**src/rtl/ahb_bus_matrix_outputstage_arb.sv**
```systemverilog
// Bus-matrix output stage: round-robin arbitration of three input stages onto one
// AHB master port, with burst/lock retention and data-phase owner tracking.
module ahb_bus_matrix_outputstage_arb (
  input  logic        HCLK,
  input  logic        HRESETn,
  input  logic        sel_op_0,
  input  logic        sel_op_1,
  input  logic        sel_op_2,
  input  logic [31:0] addr_op_0,
  input  logic [31:0] addr_op_1,
  input  logic [31:0] addr_op_2,
  input  logic [1:0]  trans_op_0,
  input  logic [1:0]  trans_op_1,
  input  logic [1:0]  trans_op_2,
  input  logic        write_op_0,
  input  logic        write_op_1,
  input  logic        write_op_2,
  input  logic [2:0]  size_op_0,
  input  logic [2:0]  size_op_1,
  input  logic [2:0]  size_op_2,
  input  logic [2:0]  burst_op_0,
  input  logic [2:0]  burst_op_1,
  input  logic [2:0]  burst_op_2,
  input  logic [3:0]  prot_op_0,
  input  logic [3:0]  prot_op_1,
  input  logic [3:0]  prot_op_2,
  input  logic        mastlock_op_0,
  input  logic        mastlock_op_1,
  input  logic        mastlock_op_2,
  input  logic [31:0] wdata_op_0,
  input  logic [31:0] wdata_op_1,
  input  logic [31:0] wdata_op_2,
  output logic        active_op_0,
  output logic        active_op_1,
  output logic        active_op_2,
  input  logic        HREADYM,
  output logic        HSELM,
  output logic [31:0] HADDRM,
  output logic [1:0]  HTRANSM,
  output logic        HWRITEM,
  output logic [2:0]  HSIZEM,
  output logic [2:0]  HBURSTM,
  output logic [3:0]  HPROTM,
  output logic        HMASTLOCKM,
  output logic [31:0] HWDATAM
);

  localparam int         NUM_IN = 3;
  localparam logic [1:0] NONE   = 2'b11;

  logic [NUM_IN-1:0] sel;
  logic [NUM_IN-1:0] write;
  logic [NUM_IN-1:0] lock;
  logic [31:0]       addr  [NUM_IN];
  logic [1:0]        trans [NUM_IN];
  logic [2:0]        size  [NUM_IN];
  logic [2:0]        burst [NUM_IN];
  logic [3:0]        prot  [NUM_IN];
  logic [31:0]       wdata [NUM_IN];

  assign sel   = {sel_op_2, sel_op_1, sel_op_0};
  assign write = {write_op_2, write_op_1, write_op_0};
  assign lock  = {mastlock_op_2, mastlock_op_1, mastlock_op_0};
  assign addr  = '{addr_op_0, addr_op_1, addr_op_2};
  assign trans = '{trans_op_0, trans_op_1, trans_op_2};
  assign size  = '{size_op_0, size_op_1, size_op_2};
  assign burst = '{burst_op_0, burst_op_1, burst_op_2};
  assign prot  = '{prot_op_0, prot_op_1, prot_op_2};
  assign wdata = '{wdata_op_0, wdata_op_1, wdata_op_2};

  logic [1:0] addr_in_port_q, addr_in_port_d;
  logic [1:0] data_in_port_q, data_in_port_d;
  logic [1:0] last_grant_q, last_grant_d;

  logic        own_sel, own_write, own_lock;
  logic [31:0] own_addr;
  logic [1:0]  own_trans;
  logic [2:0]  own_size, own_burst;
  logic [3:0]  own_prot;
  logic        hold;
  logic [1:0]  next_port;

  // Scan order starts just after the last grant, so the last winner ranks lowest.
  function automatic logic [1:0] rr_pick(input logic [1:0] lg, input logic [NUM_IN-1:0] req);
    logic [1:0] c0, c1, c2;
    case (lg)
      2'd0:    begin c0 = 2'd1; c1 = 2'd2; c2 = 2'd0; end
      2'd1:    begin c0 = 2'd2; c1 = 2'd0; c2 = 2'd1; end
      default: begin c0 = 2'd0; c1 = 2'd1; c2 = 2'd2; end
    endcase
    rr_pick = NONE;
    if (req[c2]) rr_pick = c2;
    if (req[c1]) rr_pick = c1;
    if (req[c0]) rr_pick = c0;
  endfunction

  always_comb begin
    own_sel   = 1'b0;
    own_write = 1'b0;
    own_lock  = 1'b0;
    own_addr  = '0;
    own_trans = 2'b00;
    own_size  = '0;
    own_burst = '0;
    own_prot  = '0;
    if (addr_in_port_q != NONE) begin
      own_sel   = sel[addr_in_port_q];
      own_write = write[addr_in_port_q];
      own_lock  = lock[addr_in_port_q];
      own_addr  = addr[addr_in_port_q];
      own_trans = trans[addr_in_port_q];
      own_size  = size[addr_in_port_q];
      own_burst = burst[addr_in_port_q];
      own_prot  = prot[addr_in_port_q];
    end
  end

  assign HSELM      = own_sel;
  assign HTRANSM    = own_sel ? own_trans : 2'b00;
  assign HADDRM     = own_addr;
  assign HWRITEM    = own_write;
  assign HSIZEM     = own_size;
  assign HBURSTM    = own_burst;
  assign HPROTM     = own_prot;
  assign HMASTLOCKM = own_lock;

  assign active_op_0 = (addr_in_port_q == 2'd0);
  assign active_op_1 = (addr_in_port_q == 2'd1);
  assign active_op_2 = (addr_in_port_q == 2'd2);

  // BUSY/SEQ keep a burst on the port; a locked owner keeps it through IDLE gaps too.
  assign hold = (addr_in_port_q != NONE) & own_sel &
                (own_trans == 2'b01 | own_trans == 2'b11 | own_lock);

  always_comb begin
    next_port = hold ? addr_in_port_q : rr_pick(last_grant_q, sel);
  end

  always_comb begin
    addr_in_port_d = addr_in_port_q;
    data_in_port_d = data_in_port_q;
    last_grant_d   = last_grant_q;
    if (HREADYM) begin
      addr_in_port_d = next_port;
      if (next_port != NONE) last_grant_d = next_port;
      data_in_port_d = (HSELM & HTRANSM[1]) ? addr_in_port_q : NONE;
    end
  end

  always_comb begin
    HWDATAM = '0;
    if (data_in_port_q != NONE) HWDATAM = wdata[data_in_port_q];
  end

  always_ff @(posedge HCLK or negedge HRESETn) begin
    if (!HRESETn) begin
      addr_in_port_q <= NONE;
      data_in_port_q <= NONE;
      last_grant_q   <= 2'd2;
    end else begin
      addr_in_port_q <= addr_in_port_d;
      data_in_port_q <= data_in_port_d;
      last_grant_q   <= last_grant_d;
    end
  end

endmodule

```
**config.mk**
```make
export PLATFORM = sky130hd
export DESIGN_NAME = ahb_bus_matrix_outputstage_arb
export DESIGN_NICKNAME = d
export VERILOG_FILES = /design/src/rtl/ahb_bus_matrix_outputstage_arb.sv
export SDC_FILE = /design/constraint.sdc
export NUM_CORES = 1
export LEC_CHECK = 0
export BUFFER_PORTS_ARGS = -buffer_cell sky130_fd_sc_hd__buf_2
export CORE_AREA = 3 3 123 125
export CTS_BUF_LIST = sky130_fd_sc_hd__clkbuf_16
export CTS_CLUSTER_DIAMETER = 80
export DETAILED_ROUTE_END_ITERATION = 10
export DIE_AREA = 0 0 126 128
export PLACE_DENSITY = 0.47
export SLEW_MARGIN = 20
export SYNTH_ARGS = -nofsm -noshare
export SYNTH_HDL_FRONTEND = slang
export SYNTH_SLANG_ARGS = --single-unit
```
**constraint.sdc**
```tcl
create_clock -name HCLK -period 1.9 [get_ports HCLK]
set_input_delay 0.19 -clock HCLK [delete_from_list [all_inputs] [get_ports HCLK]]
set_output_delay 0.19 -clock HCLK [all_outputs]
set_load 0.01 [all_outputs]
```
==> metrics.md <==
| Metric | Value |
|---|---|
| Outcome | `completed` |
| Grt total ovfl | `0` |
| TritonCTS clock tree | `built` |
| Pwr dens | `approximately 980 mW/mm2` |
| Post-synth EDFFs | `0` |
| Cells on Worst Hold Path | `2` |
| Clk pwr share | `0.089` |
| Die W | `126 um` |
| Hold Vio Cnt, Final | `0` |
| Worst skew pair latency | `230 ps` |
| Final TNS setup | `0 ps` |
| Leading post-synthesis cells by cell area | `mux2i_1 (40%), o21ai_0 (19%), nand2_1 (14%)` |
| Main synth FF type | `dfstp_2` |
| P_sw | `1.89 mW` |
| Crit path DAT | `1620 ps` |
| Layout cell share with drive strength beyond 1 | `0.572` |
| DP Worst Slack | `162 ps` |
| Gpl congestion | `0.799` |
| GRT Overall Usage | `0.118` |
| Htree depth | `1` |
| Peak supply drop | `between 0.0004 and 0.0005 V` |
| Ant. Diodes | `0` |
| Clock sinks | `6` |
| Placed cell area | `0.00384 mm2` |
| Via density | `around 4.2` |
| Port Buf Inserts | `321` |
| Sequential power share | `0.063` |
| Asr flop ratio synth | `1.00` |
| Crit path max fanout | `13` |
| Critical path launch point type | `flop` |
| Worst-case clock buffer depth | `2` |
| Synth Cell Area | `approximately 0.002 mm2` |
| Synth Register Bits | `6` |
| Initial cell density of the core | `0.144` |
| Final period util | `0.955` |
| Syn_area_per_cell | `between 6 and 7 um2` |
| FP Rows | `43` |
| DRT Wirelength | `11000 um` |
| Max-slew headroom | `0.794` |
| Worst-path clk slew | `40 ps` |
| Worst Setup End Kind | `output port` |
| Setup ws final | `between 80 and 90 ps` |
| I/O pins | `approximately 320` |
| Share of the synthesized area in the top cell type | `0.398` |
| Antenna violations before repair | `0` |
| Yosys top cell by area | `mux2i_1` |
| Layout Nets | `856` |
| Drt initial violations | `81` |
| Syn_nets | `544` |
| Placed cells | `786` |
| Worst Path Required | `1710 ps` |
| Final setup fails | `0` |
| Area of the die | `0.0161 mm2` |
| Layout Cells excl Fill | `approximately 800` |
| Vias in the first global route | `3203` |
| Count leader, synth | `mux2i_1` |
| Post-route ant nets | `0` |
| Combinational power share | `0.848` |
| Switching share of power | `0.478` |
| CP Class | `reg2out` |
| Count of cell types in the netlist | `30` |
| Avg WL per Cell | `13.8 um` |
| RSZ-0062 raised after global routing | `false` |
| Register area share after synthesis | `0.0778` |
| Core area | `between 0.01 and 0.015 mm2` |
| FMAX | `0.551 GHz` |
| Slew @ Worst Pin | `309 ps` |
| First-pass GRT wire length | `between 15000 and 20000 um` |
| Post-synth top cells | `mux2i_1 (80), o21ai_0 (78), nand2_1 (77)` |
| Vias after detailed routing | `3339` |
| Final min period | `1810 ps` |
| Total Power | `3.96 mW` |
| Max Cap Viol | `0` |
| CTS Buf Count | `3` |
| Clk root buf | `clkbuf_16` |
| HPWL after detailed placement | `8940 um` |
| R2R depth | `6` |
| Area growth, synth to finish | `100%` |
| Mapped Cells | `304` |
| Worst Skew | `1.03 ps` |
| Largest net degree at the start of global routing | `slightly above 40` |
| Drt drc | `0` |
| Count of pins over their slew limit | `0` |
| Die height | `about 130 um` |
| HP Class | `in2reg` |
| First-pass iteration count of the detailed router | `4` |
| Internal power component | `just over 2 mW` |
| Leakage power | `2.44 nW` |
| Final Instance Area | `about 0.0040 mm2` |
| Synth warnings | `0` |
## flip-flops by register name (all words and copies together) (netlist names)
signal          flops
last_grant_q        2
data_in_port_q      2
addr_in_port_q      2
## per-layer routing
metal / vias up / GRT usage / part of all wire
met3: 6 / 0.0258 / 0.089
met4: 0 / 0.0189 / 0.0069
li1: 1691 / - / -
met2: 188 / 0.230 / 0.53
met5: - / 0 / 0
met1: 1454 / 0.132 / 0.37
## worst max-delay path, cell delays in order, from the launching register on
cell and delay [ps]:
dfstp_2 580, buf_12 160, mux2i_1 90, o21ai_2 250
and2_1 190, buf_2 130
## power by group through the flow
stage | clock network, mW | registers (mW) | logic [mW]
after floorplan | 0 | 0.226 | 1.93
after global placement | 0 | 0.250 | 3.19
after detailed placement | 0 | 0.251 | 3.16
after CTS | 0.358 | 0.247 | 3.19
after global routing | 0.370 | 0.257 | 3.67
final | 0.352 | 0.251 | 3.36
## kinds of logic (layout without fill, tap and decap cells)
kind of cell | after synthesis | count (layout) | share of synthesized area
AND/OR/NAND/NOR | 93 | 93 | 0.188
AO/OA/AOI/OAI | 92 | 92 | 0.253
buffers and inverters | 32 | 343 | 0.0759
multiplexers | 81 | 81 | 0.406
flip-flops | 6 | 6 | 0.0778
## layout by cell type (no fill, tap or decap)
cell type | Yosys | final
buf_2 | 8 | 321
mux2i_1 | 80 | 80
nand2_1 | 77 | 77
o21ai_0 | 78 | 75
nor2_1 | 8 | 8
buf_12 | 0 | 6
dfstp_2 | 5 | 5
clkbuf_16 | 0 | 5
inv_1 | 3 | 4
o21ai_1 | 1 | 3
a21oi_1 | 3 | 3
buf_4 | 2 | 3
buf_6 | 2 | 3
o21ai_2 | 1 | 2
nor2b_1 | 3 | 2
nor2b_4 | 1 | 1
nor2b_2 | 0 | 1
nand3b_1 | 1 | 1
o2bb2ai_2 | 1 | 1
and2_1 | 1 | 1
and2_0 | 1 | 1
a21o_1 | 1 | 1
o21ai_4 | 1 | 1
o31ai_1 | 1 | 1
a31o_2 | 1 | 1
a22oi_1 | 1 | 1
nand2_2 | 1 | 1
mux2_4 | 1 | 1
o21a_1 | 1 | 1
o21bai_1 | 1 | 1
o221a_1 | 1 | 1
dlygate4sd3_1 | 0 | 1
dfrtp_1 | 1 | 1
## cell type report
class	count	area [um2]
fillers	1575	9970
repair buffers	336	1840
inverters	3	11.3
clock buffers	3	75.1
clock inverters	1	3.75
well taps	180	225
multi-input cells	266	1710
flip-flops and latches	6	156
## worst paths after layout
| path | from | endpoint | slack (ps) |
|---|---|---|---|
| min in group asynchronous | HRESETn | last_grant_q[0]$_DFFE_PN0P_ | 350 |
| worst max register to register | addr_in_port_q[0]$_DFFE_PN1P_ | addr_in_port_q[0]$_DFFE_PN1P_ | 150 |
| worst min-delay path | HREADYM | data_in_port_q[1]$_DFFE_PN1P_ | 240 |
| max in group asynchronous | HRESETn | addr_in_port_q[0]$_DFFE_PN1P_ | 1310 |
| worst min register to register | data_in_port_q[1]$_DFFE_PN1P_ | data_in_port_q[1]$_DFFE_PN1P_ | 530 |
| worst max-delay path | addr_in_port_q[0]$_DFFE_PN1P_ | HTRANSM[0] | 90 |
## per-stage QoR
step                      hold slack, ps   util
final                                240  0.288
after global routing                 260  0.288
after CTS                            228  0.281
after detailed placement            36.6  0.275
after global placement              34.8  0.275
after floorplan                     -106      -
## what timing repair did
item | 4_1_cts | 5_1_grt
hold buffers | 1 | 0
resized for setup | 3 | 7
setup buffers | 0 | 2
gates cloned | 0 | 2
hold endpoints to repair | 1 | 0
setup endpoints to repair | 14 | 28
(Power assumes the default switching activity.)
